<file path="src/rtl/irq_controller_vec_pkg.sv">
// Shared constants, types and helpers for the vectored interrupt controller.
package irq_pkg;

   localparam logic [31:0]  MCAUSE_IRQ_BIT     = 32'h8000_0000;
   localparam int unsigned  CAUSE_BASE_DEFAULT = 16;
   localparam int unsigned  IRQ_ID_W           = 5;

   typedef logic [IRQ_ID_W-1:0] irq_id_t;

   // mcause value for a taken line: interrupt bit plus base-relative code
   function automatic logic [31:0] irq_cause(input int unsigned base, input irq_id_t id);
      return MCAUSE_IRQ_BIT | {1'b0, 31'(base + 32'(id))};
   endfunction

endpackage

</file>
<file path="src/rtl/irq_controller_vec_if.sv">
// Core/peripheral side signal bundle of the interrupt controller.
interface irq_controller_vec_if #(
   parameter int unsigned N_IRQ = 16
);
   logic              exception_i;
   logic [N_IRQ-1:0]  irq_req_i;
   logic [N_IRQ-1:0]  irq_en_i;
   logic              mie_i;
   logic              mret_i;
   logic              irq_o;
   logic [31:0]       irq_cause_o;
   logic [N_IRQ-1:0]  irq_ack_o;
   logic              irq_ret_o;
   logic [N_IRQ-1:0]  irq_pending_o;

   // Driver side: core trap logic and peripherals
   modport master (
      output exception_i, irq_req_i, irq_en_i, mie_i, mret_i,
      input  irq_o, irq_cause_o, irq_ack_o, irq_ret_o, irq_pending_o
   );

   // Controller side
   modport slave (
      input  exception_i, irq_req_i, irq_en_i, mie_i, mret_i,
      output irq_o, irq_cause_o, irq_ack_o, irq_ret_o, irq_pending_o
   );
endinterface

</file>
<file path="src/rtl/irq_controller_vec_prio_enc.sv">
// Fixed-priority encoder: lowest set index of the eligible vector wins.
module irq_prio_enc
   import irq_pkg::*;
#(
   parameter int unsigned N = 16
) (
   input  logic [N-1:0] i_eligible,
   output irq_id_t      o_id,
   output logic         o_valid
);

   // Scan high to low so the lowest set index is the final assignment
   always_comb begin
      o_id = '0;
      for (int k = int'(N) - 1; k >= 0; k--) begin
         if (i_eligible[k]) begin
            o_id = irq_id_t'(k);
         end
      end
   end

   // Any eligible line means an interrupt is available
   always_comb begin
      o_valid = |i_eligible;
   end

endmodule

</file>
<file path="src/rtl/irq_controller_vec.sv">
// Vectored machine-mode interrupt controller with single-level nesting.
module irq_controller_vec
   import irq_pkg::*;
#(
   parameter int unsigned       N_IRQ      = 16,
   parameter logic [N_IRQ-1:0]  EDGE_MASK  = '0,
   parameter int unsigned       CAUSE_BASE = CAUSE_BASE_DEFAULT
) (
   input  logic                  clk_i,
   input  logic                  rst_ni,
   irq_controller_vec_if.slave   bus
);

   logic [N_IRQ-1:0] r_req;
   logic [N_IRQ-1:0] r_pend;
   logic             r_exc_h;
   logic             r_irq_h;

   logic [N_IRQ-1:0] w_pend_nxt;
   logic             w_exc_h_nxt;
   logic             w_irq_h_nxt;

   logic [N_IRQ-1:0] w_pending;
   logic [N_IRQ-1:0] w_eligible;
   logic [N_IRQ-1:0] w_ack;
   irq_id_t          w_id;
   logic             w_valid;
   logic             w_busy;
   logic             w_irq;
   logic             w_ret;

   // Edge lines report their latch, level lines pass the raw request
   always_comb begin
      w_pending  = (EDGE_MASK & r_pend) | (~EDGE_MASK & bus.irq_req_i);
      w_eligible = w_pending & bus.irq_en_i;
   end

   irq_prio_enc #(
      .N (N_IRQ)
   ) u_prio (
      .i_eligible (w_eligible),
      .o_id       (w_id),
      .o_valid    (w_valid)
   );

   // Take/return decision; an exception in flight or an active handler blocks entry
   always_comb begin
      w_busy = r_irq_h | bus.exception_i | r_exc_h;
      w_irq  = rst_ni & bus.mie_i & w_valid & ~w_busy;
      w_ret  = rst_ni & bus.mret_i & ~(bus.exception_i | r_exc_h);
      w_ack  = '0;
      if (w_irq) begin
         w_ack = N_IRQ'(1) << w_id;
      end
   end

   // Next state: a new edge beats the acknowledge clear in the same cycle
   always_comb begin
      w_pend_nxt  = EDGE_MASK & ((bus.irq_req_i & ~r_req) | (r_pend & ~w_ack));
      w_exc_h_nxt = ~bus.mret_i & (bus.exception_i | r_exc_h);
      w_irq_h_nxt = (w_irq | r_irq_h) & ~w_ret;
   end

   // State register
   always_ff @(posedge clk_i or negedge rst_ni) begin
      if (!rst_ni) begin
         r_req   <= '0;
         r_pend  <= '0;
         r_exc_h <= 1'b0;
         r_irq_h <= 1'b0;
      end else begin
         r_req   <= bus.irq_req_i;
         r_pend  <= w_pend_nxt;
         r_exc_h <= w_exc_h_nxt;
         r_irq_h <= w_irq_h_nxt;
      end
   end

   // Outputs are combinational and forced quiet while reset is asserted
   always_comb begin
      bus.irq_o         = w_irq;
      bus.irq_cause_o   = '0;
      bus.irq_ack_o     = w_ack;
      bus.irq_ret_o     = w_ret;
      bus.irq_pending_o = '0;
      if (w_irq) begin
         bus.irq_cause_o = irq_cause(CAUSE_BASE, w_id);
      end
      if (rst_ni) begin
         bus.irq_pending_o = w_pending;
      end
   end

endmodule

</file>
<file path="src/flat_wrapper.sv">
// flat-port wrapper written by rule: the top's interface ports become plain ports
module irq_controller_vec_flat import irq_pkg::*;
#(
   parameter int unsigned       N_IRQ      = 16,
   parameter logic [N_IRQ-1:0]  EDGE_MASK  = '0,
   parameter int unsigned       CAUSE_BASE = CAUSE_BASE_DEFAULT
)
  (clk_i, rst_ni, bus_exception_i, bus_irq_req_i, bus_irq_en_i, bus_mie_i, bus_mret_i, bus_irq_o, bus_irq_cause_o, bus_irq_ack_o, bus_irq_ret_o, bus_irq_pending_o);
  irq_controller_vec_if #(.N_IRQ(N_IRQ)) bus_i ();
  input  logic clk_i;
  input  logic rst_ni;
  input wire logic [$bits(bus_i.exception_i)-1:0] bus_exception_i;
  input wire logic [$bits(bus_i.irq_req_i)-1:0] bus_irq_req_i;
  input wire logic [$bits(bus_i.irq_en_i)-1:0] bus_irq_en_i;
  input wire logic [$bits(bus_i.mie_i)-1:0] bus_mie_i;
  input wire logic [$bits(bus_i.mret_i)-1:0] bus_mret_i;
  output wire logic [$bits(bus_i.irq_o)-1:0] bus_irq_o;
  output wire logic [$bits(bus_i.irq_cause_o)-1:0] bus_irq_cause_o;
  output wire logic [$bits(bus_i.irq_ack_o)-1:0] bus_irq_ack_o;
  output wire logic [$bits(bus_i.irq_ret_o)-1:0] bus_irq_ret_o;
  output wire logic [$bits(bus_i.irq_pending_o)-1:0] bus_irq_pending_o;
  assign bus_i.exception_i = bus_exception_i;
  assign bus_i.irq_req_i = bus_irq_req_i;
  assign bus_i.irq_en_i = bus_irq_en_i;
  assign bus_i.mie_i = bus_mie_i;
  assign bus_i.mret_i = bus_mret_i;
  assign bus_irq_o = bus_i.irq_o;
  assign bus_irq_cause_o = bus_i.irq_cause_o;
  assign bus_irq_ack_o = bus_i.irq_ack_o;
  assign bus_irq_ret_o = bus_i.irq_ret_o;
  assign bus_irq_pending_o = bus_i.irq_pending_o;
  irq_controller_vec #(.N_IRQ(N_IRQ), .EDGE_MASK(EDGE_MASK), .CAUSE_BASE(CAUSE_BASE)) u_core (.clk_i(clk_i), .rst_ni(rst_ni), .bus(bus_i));
endmodule
</file>
<file path="config.mk">
export PLATFORM = sky130hd
export DESIGN_NAME = irq_controller_vec_flat
export DESIGN_NICKNAME = d
export VERILOG_FILES = /design/src/rtl/irq_controller_vec_pkg.sv /design/src/rtl/irq_controller_vec_if.sv /design/src/rtl/irq_controller_vec_prio_enc.sv /design/src/rtl/irq_controller_vec.sv /design/src/flat_wrapper.sv
export SDC_FILE = /design/constraint.sdc
export NUM_CORES = 1
export LEC_CHECK = 0
export CAP_MARGIN = 10
export CORE_ASPECT_RATIO = 0.5
export CORE_MARGIN = 5
export CORE_UTILIZATION = 24
export CTS_CLUSTER_DIAMETER = 50
export DETAILED_ROUTE_END_ITERATION = 6
export PLACE_DENSITY_LB_ADDON = 0.08
export SETUP_SLACK_MARGIN = 0.15
export SLEW_MARGIN = 20
export SYNTH_ARGS = -nofsm -noshare
export SYNTH_HDL_FRONTEND = slang
export SYNTH_SLANG_ARGS = --single-unit
export TNS_END_PERCENT = 5
</file>
<file path="constraint.sdc">
create_clock -name clk_i -period 1.5 [get_ports clk_i]
set_input_delay 0.3 -clock clk_i [delete_from_list [all_inputs] [get_ports clk_i]]
set_output_delay 0.3 -clock clk_i [all_outputs]
set_load 0.03 [all_outputs]
</file>
==> run summary <==
The floorplan step set the die width to 93.3 um. The number of hold buffers added after cts came out at 0. From synthesis to final layout, the design area changed by 139%.

The clock sink count is 2. The clock-pin transition on the worst setup and hold timing paths is 30 ps. The floorplan die area came out at 4820 sq um. The critical path goes through clkdlybuf4s50_1 > a22o_4 > nor3_2 > buf_4 > nand2b_4 > nor3_2 > buf_4. The average cell area after synthesis came out at 6.94 sq um.

The final count of hold timing violations came out at 0. The initial standard-cell utilization of the core is 24.5%. The number of global-route vias before repair came to 1171. In this run the number of H-tree levels came out at 1. Row generation in the floorplan step produced 15 rows. Data on the critical path arrives at its endpoint at 1840 ps.

The worst-case clock skew came out at 1.30 ps. Using the TritonRoute via totals, the vias-per-cell ratio works out to 4.34. Summing all multi-input logic gate instances after layout gives 877 sq um. The number of antenna violations at the first check in global routing is 0. The number of standard cells in the layout, taps in and fillers out came out at 280. The worst setup path is captured at a primary output. The worst path in the final design needs a cycle of 2140 ps, including I/O delays and setup.

The wire length of the first global-routing pass came out at 5.10 mm. The element type at the critical path start is an input pin. The aggregate negative setup slack came out at -12150 ps. In this run the count of I/O pins placed on the die edge is 103.

Buffers inserted during clock tree synthesis total 3. Setup repair after global routing could not meet its margin everywhere. The final layout contains routed wiring with a total length of 3.45 mm. Detailed placement ended at an HPWL of 2.84 mm. In this run the static leakage power is 0.988 nW. The final critical-path setup slack came out at -636 ps.

The count of final max-slew check failures was 0. TritonCTS built the clock tree. The delay of the slowest cell on the worst path is 450 ps. The number of input and output port buffers inserted came out at 76. The endpoint required time on the critical path is 1200 ps.

The synthesized netlist occupies a cell area of 833 sq um. The clock latency reported for the late side of the worst-skew pair is 210 ps. The number of buffers on the longest clock path came out at 2.

Static timing analysis puts the maximum clock frequency at 0.468 GHz. Among all stages on the critical path, the largest delay is contributed by sky130_fd_sc_hd__clkdlybuf4s50_1. The register area share after synthesis came out at 6.01%. The worst voltage drop across the vdd grid is 0.651 mV. The via count came out at 1214.

Power comes to 915 uW. The DRC violation count after routing is 0. The congestion estimate from routability-driven global placement came to 0.747. After synthesis the netlist holds a flip-flop and latch count of 2. The cell sitting at the root of the clock tree is a sky130_fd_sc_hd__clkbuf_8.

The max capacitance violation total came out at 0. By startpoint and endpoint, the worst setup path is classified as input pin to primary output. The warning count from the yosys run came out at 0.

Counting every instance in the synthesized netlist gives 120. The count of distinct cell types in the synthesized netlist came out at 35. The detail route stage leaves a number of antenna-violating nets equal to 0. The fraction of final layout cells sized beyond drive strength 1 came out at 61.6%. The total of fill cells in the finished design is 347. The detailed router finished its first iteration with 18 violations. The cell area after layout came out at 1990 sq um. The diode insertion count for antenna repair is 0.

The utilization after layout is 58.5%. The number of failing setup endpoints in the final timing report came out at 25. The final reports fail on setup timing.

The vertical extent of the die is 51.7 um. The sequential cell area in the final layout is 50.0 sq um. The min-delay analysis places its worst path in the category input pin to asynchronous set/reset pin. Entering global routing, the biggest net connects 19 pins. The core region is 3400 sq um.

The total placed cells including tap cells is 269. The post-detailed-placement cell area came out at 1740 sq um. The total global routing overflow is 0.

The portion of the clock cycle consumed by the worst path in the final layout came out at 142%. The total power divided by cell area came out at 460 nW/um^2. The flow ran to the end, but the final reports show violations. The maximum fanout along the worst path is 5. After detailed routing, the average wire length per cell comes to 12.3 um. Before antenna repair, the detailed router went through 4 iterations. The number of nets in the final layout came out at 268. Across every metal layer, demand over resource in global routing totals 13.2%.
[flip-flops by register name, indices dropped and copies added (netlist names)]
name	count
u_core.r_exc_h	1
u_core.r_irq_h	1
[worst max-delay path, delay by kind of cell]
kind / cells / cell delay, ps
buffers and inverters: 3 / 780
AO/OA/AOI/OAI: 1 / 290
AND/OR/NAND/NOR: 3 / 450
[cell type report]
type                    instances  area share [%]
inverters                       1           0.189
repair buffers                110            47.9
flip-flops and latches          2            2.52
multi-input cells             113            44.1
clock buffers                   3            2.08
well taps                      51            3.21
[Yosys cell counts]
cell type                   n  area share (%)
sky130_fd_sc_hd__buf_4     28              25
sky130_fd_sc_hd__and2_1    16              12
sky130_fd_sc_hd__nor3_1    14             8.4
sky130_fd_sc_hd__nand2_1   12             5.4
sky130_fd_sc_hd__nor2_1     6             2.7
sky130_fd_sc_hd__a22oi_1    5             4.5
sky130_fd_sc_hd__a22o_1     4             4.2
sky130_fd_sc_hd__a21oi_1    3             1.8
sky130_fd_sc_hd__a21o_1     2             1.8
sky130_fd_sc_hd__dfrtp_1    2             6.0
sky130_fd_sc_hd__nor3_2     2             2.4
sky130_fd_sc_hd__nor4_1     2             1.5
sky130_fd_sc_hd__o21ai_1    2             1.2
sky130_fd_sc_hd__a222oi_1   1             1.2
sky130_fd_sc_hd__a22oi_2    1             1.5
sky130_fd_sc_hd__a31oi_2    1             1.5
sky130_fd_sc_hd__a32o_1     1             1.2
sky130_fd_sc_hd__a32o_2     1             1.4
sky130_fd_sc_hd__a32oi_1    1             1.1
sky130_fd_sc_hd__a32oi_2    1             2.0
sky130_fd_sc_hd__a41o_1     1             1.2
sky130_fd_sc_hd__and2_2     1            0.90
sky130_fd_sc_hd__and4_1     1             1.1
sky130_fd_sc_hd__clkbuf_1   1            0.45
sky130_fd_sc_hd__conb_1     1            0.45
sky130_fd_sc_hd__inv_2      1            0.45
sky130_fd_sc_hd__nand2b_1   1            0.75
sky130_fd_sc_hd__nand3_1    1            0.60
sky130_fd_sc_hd__nand4_1    1            0.75
sky130_fd_sc_hd__nor2b_1    1            0.75
sky130_fd_sc_hd__nor3b_2    1             1.5
sky130_fd_sc_hd__nor4_2     1             1.5
sky130_fd_sc_hd__o21a_1     1            0.90
sky130_fd_sc_hd__o21ai_2    1             1.1
sky130_fd_sc_hd__or2_1      1            0.75
[power by group]
part | total [mW] | internal (mW) | switching (mW)
Sequential | 0.0731 | 0.0637 | 0.00938
Combinational | 0.632 | 0.271 | 0.360
Clock | 0.211 | 0.170 | 0.0410
Total | 0.915 | 0.505 | 0.411
[path summary, 6_finish.rpt]
path / cells after the start / endpoint / start / slack (ps)
hold reg to reg: 2 / u_core.r_irq_h$_DFF_PN0_ / u_core.r_irq_h$_DFF_PN0_ / 550
setup reg to reg: 7 / u_core.r_irq_h$_DFF_PN0_ / u_core.r_exc_h$_DFF_PN0_ / 180
hold / removal: 2 / u_core.r_irq_h$_DFF_PN0_ / rst_ni / 150
setup / recovery: 7 / bus_irq_ack_o[14] / bus_irq_en_i[4] / -640
max in group asynchronous: 2 / u_core.r_exc_h$_DFF_PN0_ / rst_ni / 1220
min in group clk_i: 3 / u_core.r_exc_h$_DFF_PN0_ / bus_exception_i / 520
[logic make-up after synthesis]
logic type             Yosys count  synth area share, %
AO/OA/AOI/OAI                   26                 26.4
buffers and inverters           30                 26.1
AND/OR/NAND/NOR                 61                 41.0
flip-flops                       2                 6.01
other                            1                0.450
[cell usage in the layout, fill, tap and decap left out, drive strengths merged, types with 3 or more instances in the layout]
| cell type | synthesis | final |
|---|---|---|
| nor2 | 6 | 6 |
| clkbuf | 1 | 3 |
| a21oi | 3 | 3 |
| buf | 28 | 82 |
| a22oi | 6 | 6 |
| clkdlybuf4s15 | 0 | 6 |
| and2 | 17 | 17 |
| nor3 | 16 | 16 |
| a22o | 4 | 4 |
| nand2 | 12 | 12 |
| o21ai | 3 | 3 |
| conb | 1 | 26 |
| nor4 | 3 | 3 |
| dlygate4sd2 | 0 | 20 |
[metrics by stage]
| step | setup slack (ps) | hold WS, ps |
|---|---|---|
| 6_report | -636 | 146 |
| 5_1_grt | -715 | 167 |
| 2_1_floorplan | -391 | 4.41 |
| 3_3_place_gp | -877 | 483 |
| 3_5_place_dp | -876 | 498 |
| 4_1_cts | -627 | 162 |
[per-layer routing]
layer,vias up,global-route usage [%],share of wire [%]
met3,8,2.02,9.0
met5,-,0,0
li1,608,-,-
met4,0,5.84,2.3
met2,58,24.5,48
met1,540,15.1,40
[what timing repair did]
item | in CTS | in global routing
gates resized for setup | 91 | 34
buffers inserted | 7 | 1
pin swaps | 16 | 4
endpoints found under the setup margin | 41 | 40
Note: power is estimated with default switching activity, not from simulation.
